File: src/rtl/des_mode_ctrl_if.sv
// Data-side stream bundle for the block-cipher mode controller:
// message setup, input block handshake and result block handshake.
interface des_mode_ctrl_if #(
    parameter int BLK_W = 64
);
    logic             enc_dec;
    logic             cbc;
    logic [BLK_W-1:0] iv;
    logic             in_valid;
    logic             in_ready;
    logic [BLK_W-1:0] in_data;
    logic             in_first;
    logic             out_valid;
    logic             out_ready;
    logic [BLK_W-1:0] out_data;

    modport master (
        output enc_dec, cbc, iv,
        output in_valid, in_data, in_first,
        input  in_ready,
        input  out_valid, out_data,
        output out_ready
    );

    modport slave (
        input  enc_dec, cbc, iv,
        input  in_valid, in_data, in_first,
        output in_ready,
        input  out_ready,
        output out_valid, out_data
    );
endinterface

File: src/rtl/des_mode_ctrl.sv
// ECB/CBC chaining controller wrapped around an iterative block core
// driven by a start/done handshake; streams blocks with valid/ready.
module des_mode_ctrl #(
    parameter int BLK_W   = 64,
    parameter int CNT_W   = 16,
    parameter int TIMEOUT = 64
) (
    input  logic             clk,
    input  logic             rst,
    des_mode_ctrl_if.slave   s,
    output logic             core_start,
    output logic             core_enc,
    output logic [BLK_W-1:0] core_din,
    input  logic [BLK_W-1:0] core_dout,
    input  logic             core_done,
    output logic [CNT_W-1:0] blk_cnt,
    output logic             err
);

    localparam int TW = $clog2(TIMEOUT + 1);

    typedef enum logic [1:0] {
        IDLE,
        START,
        WAIT,
        OUT
    } state_t;

    state_t           state;
    state_t           state_nx;
    logic [TW-1:0]    timer;
    logic             mode_enc;
    logic             mode_cbc;
    logic [BLK_W-1:0] chain;
    logic [BLK_W-1:0] ct_hold;
    logic [BLK_W-1:0] out_q;

    logic             accept;
    logic             capture;
    logic             xfer;
    logic             eff_enc;
    logic             eff_cbc;
    logic [BLK_W-1:0] eff_chain;

    assign s.out_data = out_q;
    assign core_enc   = mode_enc;

    // A first block uses its own mode/iv even though the regs load at the same edge
    assign eff_enc   = s.in_first ? s.enc_dec : mode_enc;
    assign eff_cbc   = s.in_first ? s.cbc : mode_cbc;
    assign eff_chain = s.in_first ? s.iv : chain;

    always_comb begin
        state_nx    = state;
        s.in_ready  = 1'b0;
        s.out_valid = 1'b0;
        core_start  = 1'b0;
        err         = 1'b0;
        accept      = 1'b0;
        capture     = 1'b0;
        xfer        = 1'b0;
        unique case (state)
            IDLE: begin
                s.in_ready = 1'b1;
                if (s.in_valid) begin
                    accept   = 1'b1;
                    state_nx = START;
                end
            end
            START: begin
                core_start = 1'b1;
                state_nx   = WAIT;
            end
            WAIT: begin
                if (core_done) begin
                    capture  = 1'b1;
                    state_nx = OUT;
                end else if (timer == TW'(TIMEOUT - 1)) begin
                    err      = 1'b1;
                    state_nx = IDLE;
                end
            end
            OUT: begin
                s.out_valid = 1'b1;
                if (s.out_ready) begin
                    xfer     = 1'b1;
                    state_nx = IDLE;
                end
            end
            default: state_nx = IDLE;
        endcase
    end

    always_ff @(posedge clk or negedge rst) begin
        if (!rst) begin
            state    <= IDLE;
            timer    <= '0;
            mode_enc <= 1'b1;
            mode_cbc <= 1'b0;
            chain    <= '0;
            ct_hold  <= '0;
            out_q    <= '0;
            core_din <= '0;
            blk_cnt  <= '0;
        end else begin
            state <= state_nx;

            if (state == START) begin
                timer <= '0;
            end else if (state == WAIT) begin
                timer <= timer + TW'(1);
            end

            if (accept) begin
                if (s.in_first) begin
                    mode_enc <= s.enc_dec;
                    mode_cbc <= s.cbc;
                    chain    <= s.iv;
                    blk_cnt  <= '0;
                end
                if (eff_enc && eff_cbc) begin
                    core_din <= s.in_data ^ eff_chain;
                end else begin
                    core_din <= s.in_data;
                end
                if (!eff_enc && eff_cbc) begin
                    ct_hold <= s.in_data;
                end
            end

            if (capture) begin
                if (mode_cbc && mode_enc) begin
                    out_q <= core_dout;
                    chain <= core_dout;
                end else if (mode_cbc) begin
                    out_q <= core_dout ^ chain;
                    chain <= ct_hold;
                end else begin
                    out_q <= core_dout;
                end
            end

            if (xfer && (blk_cnt != {CNT_W{1'b1}})) begin
                blk_cnt <= blk_cnt + CNT_W'(1);
            end
        end
    end

endmodule

File: src/flat_wrapper.sv
// flat-port wrapper written by rule: the top's interface ports become plain ports
module des_mode_ctrl_flat 
#(
    parameter int BLK_W   = 64,
    parameter int CNT_W   = 16,
    parameter int TIMEOUT = 64
)
  (clk, rst, core_start, core_enc, core_din, core_dout, core_done, blk_cnt, err, s_enc_dec, s_cbc, s_iv, s_in_valid, s_in_data, s_in_first, s_in_ready, s_out_ready, s_out_valid, s_out_data);
  des_mode_ctrl_if #(.BLK_W(BLK_W)) s_i ();
  input  logic clk;
  input  logic rst;
  output logic core_start;
  output logic core_enc;
  output logic [BLK_W-1:0] core_din;
  input  logic [BLK_W-1:0] core_dout;
  input  logic core_done;
  output logic [CNT_W-1:0] blk_cnt;
  output logic err;
  input wire logic [$bits(s_i.enc_dec)-1:0] s_enc_dec;
  input wire logic [$bits(s_i.cbc)-1:0] s_cbc;
  input wire logic [$bits(s_i.iv)-1:0] s_iv;
  input wire logic [$bits(s_i.in_valid)-1:0] s_in_valid;
  input wire logic [$bits(s_i.in_data)-1:0] s_in_data;
  input wire logic [$bits(s_i.in_first)-1:0] s_in_first;
  output wire logic [$bits(s_i.in_ready)-1:0] s_in_ready;
  input wire logic [$bits(s_i.out_ready)-1:0] s_out_ready;
  output wire logic [$bits(s_i.out_valid)-1:0] s_out_valid;
  output wire logic [$bits(s_i.out_data)-1:0] s_out_data;
  assign s_i.enc_dec = s_enc_dec;
  assign s_i.cbc = s_cbc;
  assign s_i.iv = s_iv;
  assign s_i.in_valid = s_in_valid;
  assign s_i.in_data = s_in_data;
  assign s_i.in_first = s_in_first;
  assign s_in_ready = s_i.in_ready;
  assign s_i.out_ready = s_out_ready;
  assign s_out_valid = s_i.out_valid;
  assign s_out_data = s_i.out_data;
  des_mode_ctrl #(.BLK_W(BLK_W), .CNT_W(CNT_W), .TIMEOUT(TIMEOUT)) u_core (.clk(clk), .rst(rst), .s(s_i), .core_start(core_start), .core_enc(core_enc), .core_din(core_din), .core_dout(core_dout), .core_done(core_done), .blk_cnt(blk_cnt), .err(err));
endmodule
File: config.mk
export PLATFORM = sky130hd
export DESIGN_NAME = des_mode_ctrl_flat
export DESIGN_NICKNAME = d
export VERILOG_FILES = /design/src/rtl/des_mode_ctrl_if.sv /design/src/rtl/des_mode_ctrl.sv /design/src/flat_wrapper.sv
export SDC_FILE = /design/constraint.sdc
export NUM_CORES = 1
export LEC_CHECK = 0
export CAP_MARGIN = 20
export CORE_MARGIN = 2
export CORE_UTILIZATION = 46
export DETAILED_ROUTE_END_ITERATION = 16
export PLACE_DENSITY = 0.82
export SYNTH_ARGS = -nofsm -noshare
export SYNTH_HDL_FRONTEND = slang
export SYNTH_SLANG_ARGS = --single-unit
File: constraint.sdc
create_clock -name clk -period 2.2 [get_ports clk]
set_clock_uncertainty 0.2 [all_clocks]
set_input_delay 0.55 -clock clk [delete_from_list [all_inputs] [get_ports clk]]
set_output_delay 0.55 -clock clk [all_outputs]
set_load 0.005 [all_outputs]
# [After elaboration in Yosys (flattened, before gate mapping)]
# Cells that the tools add are included.
[totals] ff_bits=283 inputBits=200 out_inout_bits=149 elab_cells=65
[op_classes] add_sub_neg=2 n_eq_ne=8 mux=32 n_bitwise=2 n_reduce_logical=12
[ops] cell="64-bit two-way mux" count=8
[ops] cell="64-bit bitwise XOR" count=2
[ops] cell="16-bit two-way mux" count=3
[ops] cell="16-bit by 1-bit adder with 16-bit output, second input constant" count=1
[ops] cell="16-bit inequality test, second input constant" count=1
[ops] cell="1-bit two-way mux" count=14
[ops] cell="7-bit two-way mux" count=2
[ops] cell="2-bit two-way mux" count=4
[ops] cell="2-bit one-hot mux with 4 select lines" count=1
[ops] cell="7-bit by 1-bit adder with 7-bit output, second input constant" count=1
[ops] cell="7-bit by 6-bit == test with 1-bit output, second input constant" count=1
[ops] cell="2-bit nonzero test" count=3
[ops] cell="2-bit == test, second input constant" count=2
[ops] cell="1-bit logical AND" count=4
[ops] cell="2-bit inequality test, second input constant" count=2
[ops] cell="2-bit AND reduction" count=2
[ops] cell="3-bit by 2-bit inequality test with 1-bit output, second input constant" count=1
[ops] cell="3-bit AND reduction" count=1
[ops] cell="2-bit by 1-bit == test with 1-bit output, second input constant" count=1
[ops] cell="2-bit zero test" count=1
[ops] cell="1-bit zero test" count=1

# [Logic depth before layout (Yosys ltp)]
# Gate-level depths: netlist of the first run.
[logic_depth] ltp_word=6 mapped_depth=9 depth_no_buf=6

# [Least setup slack after synthesis of the first run]
# Ideal clock, no wire load.
[synth_timing] kind="reg-to-reg" startpoint="reg u_core.state[1]" endpoint="reg u_core.ct_hold[10]" setup_time_ns=0.125 arrival_ns=2.037 required_ns=1.875 path_slack_ns=-0.162 stages_incl_launch_ff=9 path_buffers=3 synth_period_minus_slack_ns=2.362 cell_sequence="dfrtp_1 > inv_1 > ha_1 > and2_0 > clkbuf_1 > a21boi_0 > clkbuf_1 > buf_2 > mux2_2"
[synth_via] elab_chain_len=3
[synth_lines] element="start, declared" line_no="des_mode_ctrl.sv:29" rtl="state_t state;"
[synth_lines] element="start signal, assigned" line_no="des_mode_ctrl.sv:106" rtl="state <= state_nx;"
[synth_lines] element="2-bit zero test" line_no="des_mode_ctrl.sv:62" rtl="unique case (state)"
[synth_lines] element="1-bit two-way mux" line_no="des_mode_ctrl.sv:62"
[synth_lines] element="2-bit AND reduction (no line)"
[synth_lines] element="end signal, assigned" line_no="des_mode_ctrl.sv:127" rtl="ct_hold <= s.in_data;"
[synth_lines] element="end, declared" line_no="des_mode_ctrl.sv:35" rtl="logic [BLK_W-1:0] ct_hold;"
# Every way passes these cells.
# A chain may end at the register's enable or synchronous reset.

# [Worst setup path in the final report of the first run]
[layout_timing] startpoint="reg u_core.timer[0]" endpoint="out err"
[layout_via] elab_chain_len=4
[layout_lines] element="start, declared" line_no="des_mode_ctrl.sv:31" rtl="logic [TW-1:0] timer;"
[layout_lines] element="start signal, assigned" line_no="des_mode_ctrl.sv:111" rtl="timer <= timer + TW'(1);"
[layout_lines] element="7-bit by 6-bit == test with 1-bit output" line_no="des_mode_ctrl.sv:78" rtl="end else if (timer == TW'(TIMEOUT - 1)) begin"
[layout_lines] element="1-bit two-way mux" line_no="des_mode_ctrl.sv:78"
[layout_lines] element="1-bit two-way mux" line_no="des_mode_ctrl.sv:75" rtl="if (core_done) begin"
[layout_lines] element="1-bit two-way mux" line_no="des_mode_ctrl.sv:62"
[layout_lines] element="end, declared" line_no="flat_wrapper.sv:18" rtl="output logic err;"
# Every way passes these cells.

==> impl_metrics.json, run 1 <==
{
  "top_flip_flop_cell_by_instance_count_after_synthesis": "dfrtp_1",
  "critPathTopFamily": "simple AND/OR/NAND/NOR gates",
  "synth-warning-count": 0,
  "clock-sinks": 283,
  "synth_to_layout_area_growth_pct": 41.8,
  "min_path_type": "in -> async",
  "worst_slack_ps": -372,
  "insertion_delay_ps": 560,
  "die_h_um": 181,
  "final_global_route_overflow_total": 0,
  "drt_pre_antenna_iters": 7,
  "synth.avg_cell_area_um2": 9.62,
  "timing_hold_violations_final": 0,
  "design.core.area_um2": 30700,
  "synth_nets": 1709,
  "post_syn_instances": 1502,
  "drt_drc_violations_left": 0,
  "pin_count": 349,
  "chipWidth_um": 181,
  "drt-wirelength-per-cell_um": 20.3,
  "report.final.setup_viol": 1,
  "post_synth_arst_share": 1.00,
  "timing.max_cap.violations": 0,
  "status": "finished, violations left",
  "ys_ff_latch": 283,
  "via_count": 13400,
  "worst-endpoint-arrival_ps": 1820,
  "violated_checks": "negative setup slack",
  "power-per-cell-area_nw_per_um2": 1220,
  "worstSetupStartpointType": "flop",
  "antenna_left": 0,
  "timing.fmax_mhz": 389,
  "globalplace.congestion": 0.889,
  "route.detailed.vias_per_inst": 5.78,
  "grt_start_max_net_pins": 97,
  "actual_transition_at_the_worst_max_transition_pin_ps": 505,
  "timing_max_transition_violations_final": 0,
  "dpl-instance-area_um2": 19000,
  "rows": 64,
  "grt_setup_unrepaired": "true",
  "numPortBuffers": 348,
  "initial_core_util": 0.470,
  "worst_setup_path_end_kind": "output port",
  "slew_headroom": 0.663,
  "antenna_found_initial": 5,
  "timing.critical_path.cells": "ha_4, nand3_4, or3_4, nor3b_2, buf_2",
  "power.static_leakage_nw": 8.74,
  "final.setup.tns_ps": -372,
  "dr.first_iter.drc_count": 1059,
  "cts-buffers-inserted": 31,
  "clock_path_buffers": 3,
  "final_design_instance_area_without_fill_um2": 20500,
  "critPathMaxFanout": 2,
  "required_ps": 1450,
  "fin_crit_ps": 2570,
  "critPathMaxStageDelay_ps": 400,
  "tritoncts": "built",
  "finalWirelength_um": 47100,
  "fin_nets": 2103,
  "htreeDepth": 1,
  "clock_transition_at_path_regs_ps": 60,
  "synth_area_um2": 14400,
  "critPathSlowestCell": "dfrtp_1",
  "critPathBufInv": 1,
  "yosys.cell_types.count": 54,
  "worst-setup-path-type": "reg -> out",
  "layout-drive-gt1-share": 0.146,
  "worst_ir_drop_vdd_mv": 0.766,
  "ctsRootBufferMaster": "clkbuf_16",
  "pre_cts_slack_ps": -347,
  "first_global_vias": 13600,
  "synth_enable_flop_cells": 0,
  "die-area_um2": 32800,
  "synth_sequential_area_ratio": 0.490,
  "grtUsageTotal": 0.279,
  "layout_worst_path_cycle_share": 1.17,
  "timing.hold.ws_ps": 281,
  "place_hpwl_um": 31400,
  "grt_pass1_wl_um": 73500,
  "final_util": 0.666
}
==> metal layers <==
metal | routed length (um) | vias to the layer above | track usage
met5 | 0 | - | 0
met3 | 3320 | 178 | 0.0417
met1 | 18300 | 6552 | 0.353
li1 | - | 6022 | -
met2 | 22600 | 666 | 0.460
met4 | 2840 | 0 | 0.156
==> cells in the mapped netlist (all sizes together) (6+ instances only) <==
cell type  instances  area [um^2]
a21oi            200         1010
mux2              66          743
and2               8         50.1
nor4               6         52.6
nand2            209          785
nor2             134          503
nand3              8         40.0
ha                 7         87.6
xnor2             65          569
mux2i             65          651
buf               26          123
a211oi            64          480
a221o              6         60.1
inv               10         37.5
a31oi             71          444
nor2b             65          407
xor2              65          569
clkbuf            88          330
dfrtp            282         7060
nand4              9         71.3
==> cells in the final DEF, fill, tap and decap left out, types with 3 or more instances in the layout <==
cell type        netlist  layout
diode_2                0       5
nand3_1                8       5
a31oi_1               71      71
o21a_1                 3       3
buf_12                 0      26
a211oi_1              64      58
mux2_2                66      66
ha_4                   0       4
nand4_1                8       8
mux2i_1               65      65
and2_1                 7       6
buf_4                  0      96
clkdlybuf4s50_1        0     231
clkbuf_1              88      10
inv_1                 10       8
a221o_1                6       6
and4_1                 4       4
nor4_1                 5       5
ha_1                   7       3
xor2_1                65      65
o21ai_0                4       4
clkbuf_16              0      31
dlygate4sd2_1          0      70
dfrtp_1              282     278
a21oi_1              199     199
nand2_1              209     207
dlymetal6s2s_1         0      40
nor2_1               134     134
and3_1                 4       3
nand3b_1               3       3
a211oi_2               0       6
buf_6                  1       8
nor2b_1               65      64
clkbuf_8               0      10
dfrtp_2                0       4
xnor2_1               65      65
nor3_1                 5       5
==> power by group <==
group | total, W | switching [W] | internal (W)
sequential | 0.00925 | 0.00156 | 0.00769
combinational | 0.0106 | 0.00516 | 0.00547
clock | 0.00516 | 0.00212 | 0.00304
==> timing repair <==
action | 4_1_cts | 5_1_grt
setup buffers | 31 | 17
gates cloned | 0 | 0
hold buffers | 1 | 0
hold endpoints to repair | 34 | 0
resized for setup | 113 | 51
pin swaps | 6 | 6
setup endpoints to repair | 80 | 100
==> flip-flops by register name (all words and copies together), names as in the netlist <==
| name | flops |
|---|---|
| u_core.core_din | 64 |
| u_core.blk_cnt | 16 |
| u_core.chain | 64 |
| u_core.ct_hold | 64 |
| u_core.mode_cbc | 1 |
| u_core.core_enc | 1 |
| u_core.s.out_data | 64 |
| u_core.state | 2 |
| u_core.timer | 7 |
==> final timing paths <==
kind / from / endpoint / slack, ps / depth (start not counted)
worst max-delay path: u_core.timer[0]$_DFFE_PN0P_ / err / -370 / 5
max in group asynchronous: rst / u_core.blk_cnt[2]$_DFFE_PN0P_ / 800 / 3
worst min-delay path: rst / u_core.chain[55]$_DFF_PN0_ / 280 / 2
min in group clk: u_core.ct_hold[16]$_DFFE_PN0P_ / u_core.ct_hold[16]$_DFFE_PN0P_ / 300 / 1
worst max register to register: u_core.state[1]$_DFFE_PN0P_ / u_core.ct_hold[63]$_DFFE_PN0P_ / 60 / 7
worst min register to register: u_core.ct_hold[16]$_DFFE_PN0P_ / u_core.ct_hold[16]$_DFFE_PN0P_ / 300 / 1
==> logic make-up (layout without fill, tap and decap cells) <==
| group | after synthesis | in the layout | synth area share |
|---|---|---|---|
| AND/OR/NAND/NOR | 461 | 461 | 0.143 |
| AO/OA/AOI/OAI | 366 | 366 | 0.151 |
| flip-flops | 283 | 283 | 0.490 |
| multiplexers | 131 | 131 | 0.0965 |
| XOR/XNOR | 130 | 130 | 0.0788 |
| buffers and inverters | 124 | 541 | 0.0340 |
| adder cells (fa/ha/maj) | 7 | 7 | 0.00606 |
| other | 0 | 5 | 0 |
==> stage by stage <==
| stage | total power (W) | instances |
|---|---|---|
| global route | 0.0265 | 2320 |
| finish | 0.0250 | 2320 |
| detailed placement | 0.0197 | 2212 |
| CTS | 0.0249 | 2300 |
| global placement | 0.0192 | 2212 |
| floorplan | 0.0143 | 1502 |
==> area by class of cell <==
cell class / instances / area, um^2
Clock buffer: 51 / 951
Inverter: 10 / 37.5
Multi-Input combinational cell: 1095 / 7030
Clock inverter: 5 / 56.3
Fill cell: 2317 / 10300
Sequential cell: 283 / 7090
Tap cell: 396 / 495
Timing Repair Buffer: 475 / 4800
Antenna cell: 5 / 12.5
Power figures use the tool's default switching activity.
==> inputs of run 2 (changes only) <==
GPL_ROUTABILITY_DRIVEN = 1   (was not set)
==> results of run 2 <==
No change in the layout: final DEF, timing and power equal those of run 1.
==> inputs of run 3 (changes only) <==
CORE_ASPECT_RATIO = 0.8   (was not set)
CORE_MARGIN = not set   (was 2)
SETUP_SLACK_MARGIN = 0.4   (was not set)
==> run 3 against run 2 <==
The run still ends with negative setup slack left. Highest routed layer is now met5. Sequential share of layout area is 5.8 points lower. First-iteration DRC count increased by 65%. Final cell count increased by 7.4%. Count of clock-buffer cells in the layout decreased by 7. Setup slack improved by 2.2 ps. Via count rose by 17%. Clock power up 4.8%. Utilization is 14 points higher. Global-route usage rose by 4.2 points. Critical endpoint unchanged. Wire length is 46% higher. Non-clock buffer count increased by 152.
==> impl_metrics.json, run 3 (synthesis gave the netlist of run 1 again) <==
{
  "final_global_route_overflow_total": 0,
  "clock-sinks": 283,
  "worst-endpoint-arrival_ps": 1820,
  "seq_power_share": 0.318,
  "power.share.switching": 0.393,
  "worstSetupStartpointType": "flop",
  "initial_core_util": 0.472,
  "worst_setup_path_end_kind": "output port",
  "relative_contribution_of_the_clock_network_to_total_power": 0.177,
  "tritoncts": "built",
  "via_count": 15700,
  "grt_start_max_net_pins": 76,
  "cts-buffers-inserted": 30,
  "status": "finished, violations left",
  "worst-setup-path-type": "reg -> out",
  "clock_transition_at_path_regs_ps": 70,
  "num-fill-cells": 1554,
  "dpl-instance-area_um2": 19600,
  "combPwrFrac": 0.505,
  "regToRegEndpoint": "u_core.ct_hold[44]$_DFFE_PN0P_",
  "globalplace.congestion": 0.855,
  "timing.rr.start": "u_core.state[1]$_DFFE_PN0P_",
  "place_inst": 2237,
  "report.final.setup_viol": 138,
  "antenna_found_initial": 3,
  "antenna_left": 0,
  "drt_pre_antenna_iters": 5,
  "final_design_instance_area_without_fill_um2": 24600,
  "numPortBuffers": 348,
  "first_global_vias": 14400,
  "timing_hold_violations_final": 0,
  "insertion_delay_ps": 570,
  "power.static_leakage_nw": 10.3,
  "place_hpwl_um": 32000,
  "pin_count": 349,
  "ctsRootBufferMaster": "clkbuf_16",
  "finalWirelength_um": 68900,
  "min_path_type": "in -> async",
  "grtUsageTotal": 0.321,
  "worst_slack_ps": -370,
  "timing_max_transition_violations_final": 0,
  "grt_pass1_wl_um": 81400,
  "reg2regPathDepth": 11,
  "layout_worst_path_cycle_share": 1.17,
  "mostFrequentLayoutCells": "274 x dfrtp_1, 197 x clkdlybuf4s50_1, 151 x nand2_1",
  "htreeDepth": 1,
  "drt_drc_violations_left": 0,
  "post-layout-total-power_w": 0.0305,
  "p_sw_w": 0.0120,
  "route.detailed.vias_per_inst": 6.29,
  "worst_ir_drop_vdd_mv": 0.759,
  "die_h_um": 160,
  "die-area_um2": 32100,
  "slew_headroom": 0.612,
  "fin_crit_ps": 2570,
  "timing.max_cap.violations": 0,
  "commonest_non_fill_non_tap_cell_in_the_layout": "dfrtp_1",
  "clock_path_buffers": 3,
  "required_ps": 1450,
  "drt-wirelength-per-cell_um": 27.7,
  "final-instance-count-excl-fill": 2491,
  "timing.fmax_mhz": 389,
  "chipWidth_um": 200,
  "rows": 57,
  "grt_setup_unrepaired": "true",
  "fin_nets": 2257,
  "critPathMaxFanout": 2,
  "violated_checks": "negative setup slack",
  "dr.first_iter.drc_count": 1743,
  "power-per-cell-area_nw_per_um2": 1240,
  "synth_to_layout_area_growth_pct": 70.4,
  "actual_transition_at_the_worst_max_transition_pin_ps": 575,
  "p_int_w": 0.0185,
  "layout-drive-gt1-share": 0.412,
  "design.core.area_um2": 30600,
  "r2r_setup_slack_ps": -210
}
[run 3: repair_timing]
action                                 in CTS  in global routing
pin swaps                                  53                141
gates resized for setup                   716                364
setup buffers                             104                 31
endpoints found under the hold margin      30                  0
hold buffers                                1                  0
setup endpoints to repair                 426                426
cloned                                     16                 42
[run 3: final cells by class]
class / count / area (um^2) / area share
repair buffers: 627 / 6740 / 0.274
flip-flops and latches: 283 / 7100 / 0.288
multi-input cells: 1098 / 9190 / 0.373
diodes: 4 / 10.0 / 0.000407
clock buffers: 44 / 905 / 0.0368
well taps: 413 / 517 / 0.0210
clock inverters: 12 / 118 / 0.00478
inverters: 10 / 42.5 / 0.00173
[run 3: metal layers]
layer  vias up  share of wire  track usage  routed length [um]
li1       6330              -            -                   -
met1      7685           0.37        0.426               25400
met2      1303           0.46        0.521               32000
met3       350           0.11       0.0611                7400
met4         2          0.060        0.128                4120
met5         -        0.00017            0                  12
[run 3: worst max-delay path by stage]
stage / startpoint / end / slack [ps] / depth (start not counted)
finish: u_core.timer[1]$_DFFE_PN0P_ / err / -370 / 5
global route: u_core.timer[1]$_DFFE_PN0P_ / err / -440 / 5
floorplan: u_core.blk_cnt[1]$_DFFE_PN0P_ / u_core.blk_cnt[10]$_DFFE_PN0P_ / 90 / 6
global placement: s_enc_dec / u_core.ct_hold[10]$_DFFE_PN0P_ / -290 / 5
detailed placement: s_in_valid / u_core.ct_hold[10]$_DFFE_PN0P_ / -290 / 5
CTS: u_core.timer[0]$_DFFE_PN0P_ / err / -380 / 5
[run 3: power groups by stage]
| stage | Clock [W] | Sequential (W) | Combinational [W] |
|---|---|---|---|
| after floorplan | 0 | 0.00906 | 0.00606 |
| after global placement | 0 | 0.00928 | 0.0105 |
| after detailed placement | 0 | 0.00935 | 0.0109 |
| after CTS | 0.00529 | 0.00925 | 0.0116 |
| after global routing | 0.00559 | 0.00985 | 0.0161 |
| final | 0.00541 | 0.00970 | 0.0154 |
[run 3: critical path, cell delays in order (launching register included)]
cell     delay [ps]
dfrtp_1         360
ha_2            200
nand3_2          90
or3_4           350
nor3b_2         150
buf_2           120
[run 3: per-stage QoR]
| stage | TNS, ps | setup slack (ps) | utilization | hold slack (ps) |
|---|---|---|---|---|
| after global placement | -27650 | -294 | 0.640 | 264 |
| after detailed placement | -35400 | -294 | 0.640 | 265 |
| final | -14390 | -370 | 0.804 | 277 |
| after floorplan | 0 | 92.3 | - | 54.4 |
| after CTS | -768 | -385 | 0.710 | 277 |
| after global routing | -17430 | -444 | 0.804 | 311 |
